==> src/rtl/imem_pkg.sv <==
// rtl/imem_pkg.sv - shared constants for the instruction fetch memory
package imem_pkg;

    localparam int FAULT_W        = 2;
    localparam int FAULT_MISALIGN = 0;
    localparam int FAULT_RANGE    = 1;

    localparam logic [31:0] NOP_INSTR = 32'h0000_0013;

endpackage

==> src/rtl/imem_array.sv <==
// rtl/imem_array.sv - instruction storage, one sync write port and one sync read port
module imem_array #(
    parameter int DATA_W = 32,
    parameter int DEPTH  = 64,
    parameter int IDX_W  = 6
) (
    input  logic              clk,
    input  logic              wr_en,
    input  logic [IDX_W-1:0]  wr_idx,
    input  logic [DATA_W-1:0] wr_data,
    input  logic              rd_en,
    input  logic [IDX_W-1:0]  rd_idx,
    output logic [DATA_W-1:0] rd_data
);

    logic [DATA_W-1:0] mem [DEPTH];

    // No reset on storage or read data so the array can map onto block RAM.
    always_ff @(posedge clk) begin
        if (wr_en && (32'(wr_idx) < 32'(DEPTH))) begin
            mem[wr_idx] <= wr_data;
        end
        if (rd_en) begin
            rd_data <= mem[rd_idx];
        end
    end

endmodule

==> src/rtl/instr_fetch_mem.sv <==
// rtl/instr_fetch_mem.sv - sync-read instruction memory with valid/ready fetch and fault flags
module instr_fetch_mem #(
    parameter int                DATA_W    = 32,
    parameter int                ADDR_W    = 32,
    parameter int                DEPTH     = 64,
    parameter logic [ADDR_W-1:0] BASE_ADDR = '0,
    parameter logic [DATA_W-1:0] NOP_INSTR = imem_pkg::NOP_INSTR,
    localparam int               IDX_W     = (DEPTH > 1) ? $clog2(DEPTH) : 1
) (
    input  logic                         clk,
    input  logic                         reset,
    input  logic                         req_valid,
    output logic                         req_ready,
    input  logic [ADDR_W-1:0]            req_addr,
    output logic                         resp_valid,
    input  logic                         resp_ready,
    output logic [DATA_W-1:0]            resp_instr,
    output logic [ADDR_W-1:0]            resp_addr,
    output logic [imem_pkg::FAULT_W-1:0] resp_fault,
    input  logic                         load_en,
    input  logic [IDX_W-1:0]             load_idx,
    input  logic [DATA_W-1:0]            load_data
);

    import imem_pkg::*;

    logic               accept;
    logic [ADDR_W-1:0]  off;
    logic [ADDR_W-1:0]  idx;
    logic [FAULT_W-1:0] fault;
    logic               instr_vld;
    logic [DATA_W-1:0]  rd_data;

    // Loader has priority; the single response stage only frees up when drained.
    assign req_ready = !load_en && (!resp_valid || resp_ready);
    assign accept    = req_valid && req_ready;

    assign off = req_addr - BASE_ADDR;
    assign idx = off >> 2;

    always_comb begin
        fault                 = '0;
        fault[FAULT_MISALIGN] = (req_addr[1:0] != 2'b00);
        fault[FAULT_RANGE]    = (req_addr < BASE_ADDR) || (idx >= ADDR_W'(DEPTH));
    end

    imem_array #(
        .DATA_W (DATA_W),
        .DEPTH  (DEPTH),
        .IDX_W  (IDX_W)
    ) u_array (
        .clk     (clk),
        .wr_en   (load_en),
        .wr_idx  (load_idx),
        .wr_data (load_data),
        .rd_en   (accept && (fault == '0)),
        .rd_idx  (idx[IDX_W-1:0]),
        .rd_data (rd_data)
    );

    always_ff @(posedge clk or posedge reset) begin
        if (reset) begin
            resp_valid <= 1'b0;
            resp_addr  <= '0;
            resp_fault <= '0;
            instr_vld  <= 1'b0;
        end else if (accept) begin
            resp_valid <= 1'b1;
            resp_addr  <= req_addr;
            resp_fault <= fault;
            instr_vld  <= 1'b1;
        end else if (resp_ready) begin
            resp_valid <= 1'b0;
        end
    end

    // rd_data only moves on a clean accept, so it holds through backpressure and later loads.
    assign resp_instr = (instr_vld && (resp_fault == '0)) ? rd_data : NOP_INSTR;

endmodule

==> config.mk <==
export PLATFORM = sky130hd
export DESIGN_NAME = instr_fetch_mem
export DESIGN_NICKNAME = d
export VERILOG_FILES = /design/src/rtl/imem_pkg.sv /design/src/rtl/imem_array.sv /design/src/rtl/instr_fetch_mem.sv
export SDC_FILE = /design/constraint.sdc
export NUM_CORES = 2
export LEC_CHECK = 0
export ABC_AREA = 1
export CAP_MARGIN = 10
export CORE_UTILIZATION = 40
export DETAILED_ROUTE_END_ITERATION = 8
export PLACE_DENSITY_LB_ADDON = 0.2
export SETUP_SLACK_MARGIN = 0.4
export SYNTH_ARGS = -nofsm -noshare
export SYNTH_HDL_FRONTEND = slang
export SYNTH_HIERARCHICAL = 1
export SYNTH_SLANG_ARGS = --single-unit
==> constraint.sdc <==
create_clock -name clk -period 3.3 [get_ports clk]
set_input_delay 0.495 -clock clk [delete_from_list [all_inputs] [get_ports clk]]
set_output_delay 0.495 -clock clk [all_outputs]
set_load 0.01 [all_outputs]
# ---- Word-level counts from Yosys, hierarchy flattened
# Memory sizes are Yosys's and may differ from the RTL's. A register that Yosys moved wholly into a read port is not among the register bits.
# Cells that the tools add are included.
dict set report totals {
  regBits 36
  memories 1
  input_bits 75
  ram_bits 2048
  out_inout_bits 68
}
# name words width rd rd_clocked_by_memory_dff wr line_no
set memory_table {}
lappend memory_table {u_array.mem 64 32 1 1 1 imem_array.sv:16} ;# logic [DATA_W-1:0] mem [DEPTH];
dict set report classes {
  n_mux 5
  n_reduce_logical 12
  order_cmp 2
}
# op n
set ops {}
lappend ops {{$lt 32x1->1 const B} 1}
lappend ops {{$mux 32} 1}
lappend ops {{$ge 30x7->1 const B} 1}
lappend ops {{$logic_and 1x1->1} 4}
lappend ops {{$logic_not 2->1} 2}
lappend ops {{$mux 1} 4}
lappend ops {{$reduce_bool 2->1} 2}
lappend ops {{$logic_not 1->1} 2}
lappend ops {{$logic_or 1x1->1} 2}

# ---- Depth between registers and ports, before layout
dict set report logic_depth {
  depth_word 5
  depth_mapped 13
  depth_no_buf 9
}

# ---- By module
# Netlist, hierarchy kept.
# module instances cells_per_inst seq_area_each_um2 area_each_um2
set modules_own_cells {}
lappend modules_own_cells {imem_array 1 6769 62459.9 83058.4}
lappend modules_own_cells {instr_fetch_mem 1 243 900.9 1760.4}

# ---- Least setup slack after synthesis
# Ideal clock, no wire load.
dict set report synth_path {
  kind {input port to flip-flop}
  from {input load_en}
  to {memory u_array.mem[48][0] (enable)}
  setup_time_ps 502
  slack_ps -1325
  path_stages 3
  arrival_time_ps 4123
  cell_sequence {clkbuf_1 nand4_1 nor4_1}
}
dict set report synth_via {
  elab_chain_len 2
}
# item line_no
set synth_lines {}
lappend synth_lines {{from (decl)} instr_fetch_mem.sv:20} ;# input logic load_en,
lappend synth_lines {{$mux 1} imem_array.sv:20} ;# if (wr_en && (32'(wr_idx) < 32'(DEPTH))) begin
lappend synth_lines {{$mux 1 (not written as such)} imem_array.sv:21} ;# mem[wr_idx] <= wr_data;
lappend synth_lines {{to (decl)} imem_array.sv:16}
# No other way between the ends.

# ---- Worst setup path after layout
dict set report layout_path {
  from {register resp_fault[1] (netlist bit)}
  to {output resp_instr[0]}
}
dict set report layout_via {
  elab_chain_len 3
}
# item line_no
set layout_lines {}
lappend layout_lines {{from (decl)} instr_fetch_mem.sv:19} ;# output logic [imem_pkg::FAULT_W-1:0] resp_fault,
lappend layout_lines {{from (signal assigned)} instr_fetch_mem.sv:70} ;# resp_fault <= fault;
lappend layout_lines {{$logic_not 2->1} instr_fetch_mem.sv:78} ;# assign resp_instr = (instr_vld && (resp_fault == '0)) ? rd_data : NOP_INSTR;
lappend layout_lines {{$logic_and 1x1->1} instr_fetch_mem.sv:78}
lappend layout_lines {{$mux 32} instr_fetch_mem.sv:78}
lappend layout_lines {{to (decl)} instr_fetch_mem.sv:17} ;# output logic [DATA_W-1:0] resp_instr,
# No other way between the ends.

==> run summary <==
Largest net degree at the start of global routing = 129
CTS max path bufs = 3
Skew-Pair Late Insertion Delay = 850 ps
Most common cell after layout, fill and taps aside = nand2_1
Power Internal = 44200 µW
Die Ht = 462 µm
Final min period = 2820 ps
Critical Path Fanout Max = 11
Final Skew = 29.7 ps
WL/cell = 25.1 µm
Max Cap Violations = 0
Total CTS buffers = 216
Post-synthesis compound-gate area fraction = 0.000266
CTS tree = yes
RSZ-0062 raised after global routing = true
Initial Util = 0.404
Tightest Hold Check Type = input port to asynchronous set/reset pin
Vias in the first global route = 52.7k
Final Cycle Share = 0.853
Iteration-0 DRC Markers = 5886
Area of placed instances = 91200 µm²
Worst-Margin Slew = 1070 ps
CTS sink count = 2116
Synth Cell Area = 84800 µm²
Mapped Cells = 7012
Peak supply drop = 0.581 mV
Final std cells w/o fill = 10.2k
DRT Pass-1 Iters = 6
Crit end category = output pin
FF+latch count, synth = 2116
Endpoints failing setup = 0
IO Pins = 143
Reg clk slew, reported paths = 60 ps
Die Footprint = 214000 µm²
WS Path Type = register to output pin
Htree depth = 4
Slew Viols, Final = 0
RD Place Congestion = 0.836
Buffers added on ports = 142
Clock Tree Root = clkbuf_16
Status = finished clean
Initial antenna violation count = 15
Die Span X = 462 µm
Comb power frac = 0.067
Post-Synthesis Mean Instance Area = 12.1 µm²
Worst setup SP type = register
Net Sw Frac = 0.231
Final core utilization = 0.466
Cell area after layout = 98000 µm²
Synth Area in XOR/XNOR = 0
Row cnt = 168
Max Freq = 355 MHz
Core Footprint = 210000 µm²
Crit path DAT = 2320 ps
WL final = 256 mm
Setup tns final = 0 ps
Pwr Total = 57500 µW
Psw = 13300 µW
Layout Nets = 7274
All-Layer GR Usage = 0.235
Register area share after synthesis = 0.747
Simple-Gate Fraction of Synth Area = 0.223
Vias = 55.7k
GR Overflow Total = 0
Largest family of logic cells by synthesized area = simple AND/OR/NAND/NOR gates
First-pass GRT wire length = 371 mm
Clock power frac = 0.414
Yosys warns = 6
Post-Synth Adder-Cell Area = 0
Synth cell types = 25
Mux share of post-synthesis cell area = 0
Hold Vio Cnt, Final = 0
Critical Path RT = 2800 ps
Mapped Nets = 7087
Fraction of layout cells with a size suffix above 1 = 0.0946
P per Cell Area = 586 nW/µm²
Hpwl dp = 142 mm
Leakage = 0.0347 µW
Worst r2r path cells = 6
DRT antenna net count = 0
Slew margin rel. = 0.285
Placed cell count = 9782
Flop pwr share = 0.519
Vias/cell = 5.46
Residual DRC = 0
Commonest cells after routing, fill and taps aside = 2351 x nand2_1, 2080 x edfxtp_1, 1908 x nand3_1, 219 x clkbuf_16, 186 x buf_4
Area growth from synthesis to layout = 15.6%
==> synth_stat cells, drive strengths merged <==
library cell,n,area share
o21a,1,0.000089
nor3,1,0.00012
a21oi,2,0.00012
o21ai,1,0.000059
nand2,2352,0.10
inv,49,0.0022
nor4,8,0.00059
or2,3,0.00022
nand3,1909,0.11
nand4,9,0.00066
dfrtp,36,0.011
clkbuf,77,0.0034
buf,382,0.024
edfxtp,2080,0.74
nor2,102,0.0046
==> power groups by stage <==
| stage | clock network [µW] | registers, µW | logic, µW |
|---|---|---|---|
| 2_1_floorplan | 0 | 30400 | 1920 |
| 3_3_place_gp | 0 | 30400 | 3820 |
| 3_5_place_dp | 0 | 30400 | 3840 |
| 4_1_cts | 24200 | 29800 | 3850 |
| 5_1_grt | 25200 | 29900 | 4170 |
| 6_report | 23800 | 29800 | 3850 |
==> state kept, by name (all words and copies together), names as in the netlist <==
name / cells
instr_vld: 1
resp_addr: 32
resp_fault: 2
resp_valid: 1
u_array/mem: 2048
u_array/rd_data: 32
==> per-stage QoR <==
stage          worst slack (ps)  hold WS (ps)
6_report                    484          56.8
3_3_place_gp                292           444
4_1_cts                     357          24.0
5_1_grt                     382          78.0
3_5_place_dp                317           461
2_1_floorplan              -148           431
==> critical path, stage by stage (launching register included) <==
cell and delay (ps):
dfrtp_1 420, nor3_4 200, bufinv_8 250, or2_2 290, dlygate4sd2_1 290
==> path summary, 6_finish.rpt <==
check | from | endpoint | slack, ps
setup / recovery | resp_fault[1]$_DFFE_PP0P_ | resp_instr[0] | 480
hold / removal | reset | resp_addr[24]$_DFFE_PP0P_ | 60
setup reg to reg | resp_valid$_DFFE_PP0P_ | u_array/rd_data[7]$_DFFE_PP_ | 1380
hold reg to reg | resp_addr[23]$_DFFE_PP0P_ | resp_addr[23]$_DFFE_PP0P_ | 480
max in group asynchronous | reset | resp_valid$_DFFE_PP0P_ | 2900
min in group clk | load_data[26] | u_array/mem[58][26]$_DFFE_PP_ | 100
==> layer usage <==
layer	share of wire	wire length [µm]	track usage
met5	0	0	0
met1	0.43	109000	0.328
met3	0.071	18100	0.0351
met2	0.47	121000	0.379
met4	0.029	7410	0.0723
==> final cells by class <==
type,instances,area (µm²)
fillers,18800,112000
flip-flops and latches,2116,63400
multi-input cells,4388,19500
clock buffers,276,5690
repair buffers,427,4590
well taps,2805,3510
clock inverters,129,1120
inverters,49,235
diodes,7,17.5
repair inverters,1,6.26
==> cells by family (layout without fill, tap and decap cells) <==
group                  after synthesis  count (layout)
DFF                               2116            2116
AOI/OAI and AO/OA                    4               4
and+or+nand+nor                   4384            4384
buffers and inverters              508             882
other                                0               7
==> repair_timing <==
item,CTS,global route
buffers inserted,1,1
cloned,1,0
endpoints found under the setup margin,32,9
hold endpoints to repair,8,0
pin swaps,1,0
resized for setup,44,5
hold buffers,1,0
No activity file was read; power rests on OpenSTA's default activity.
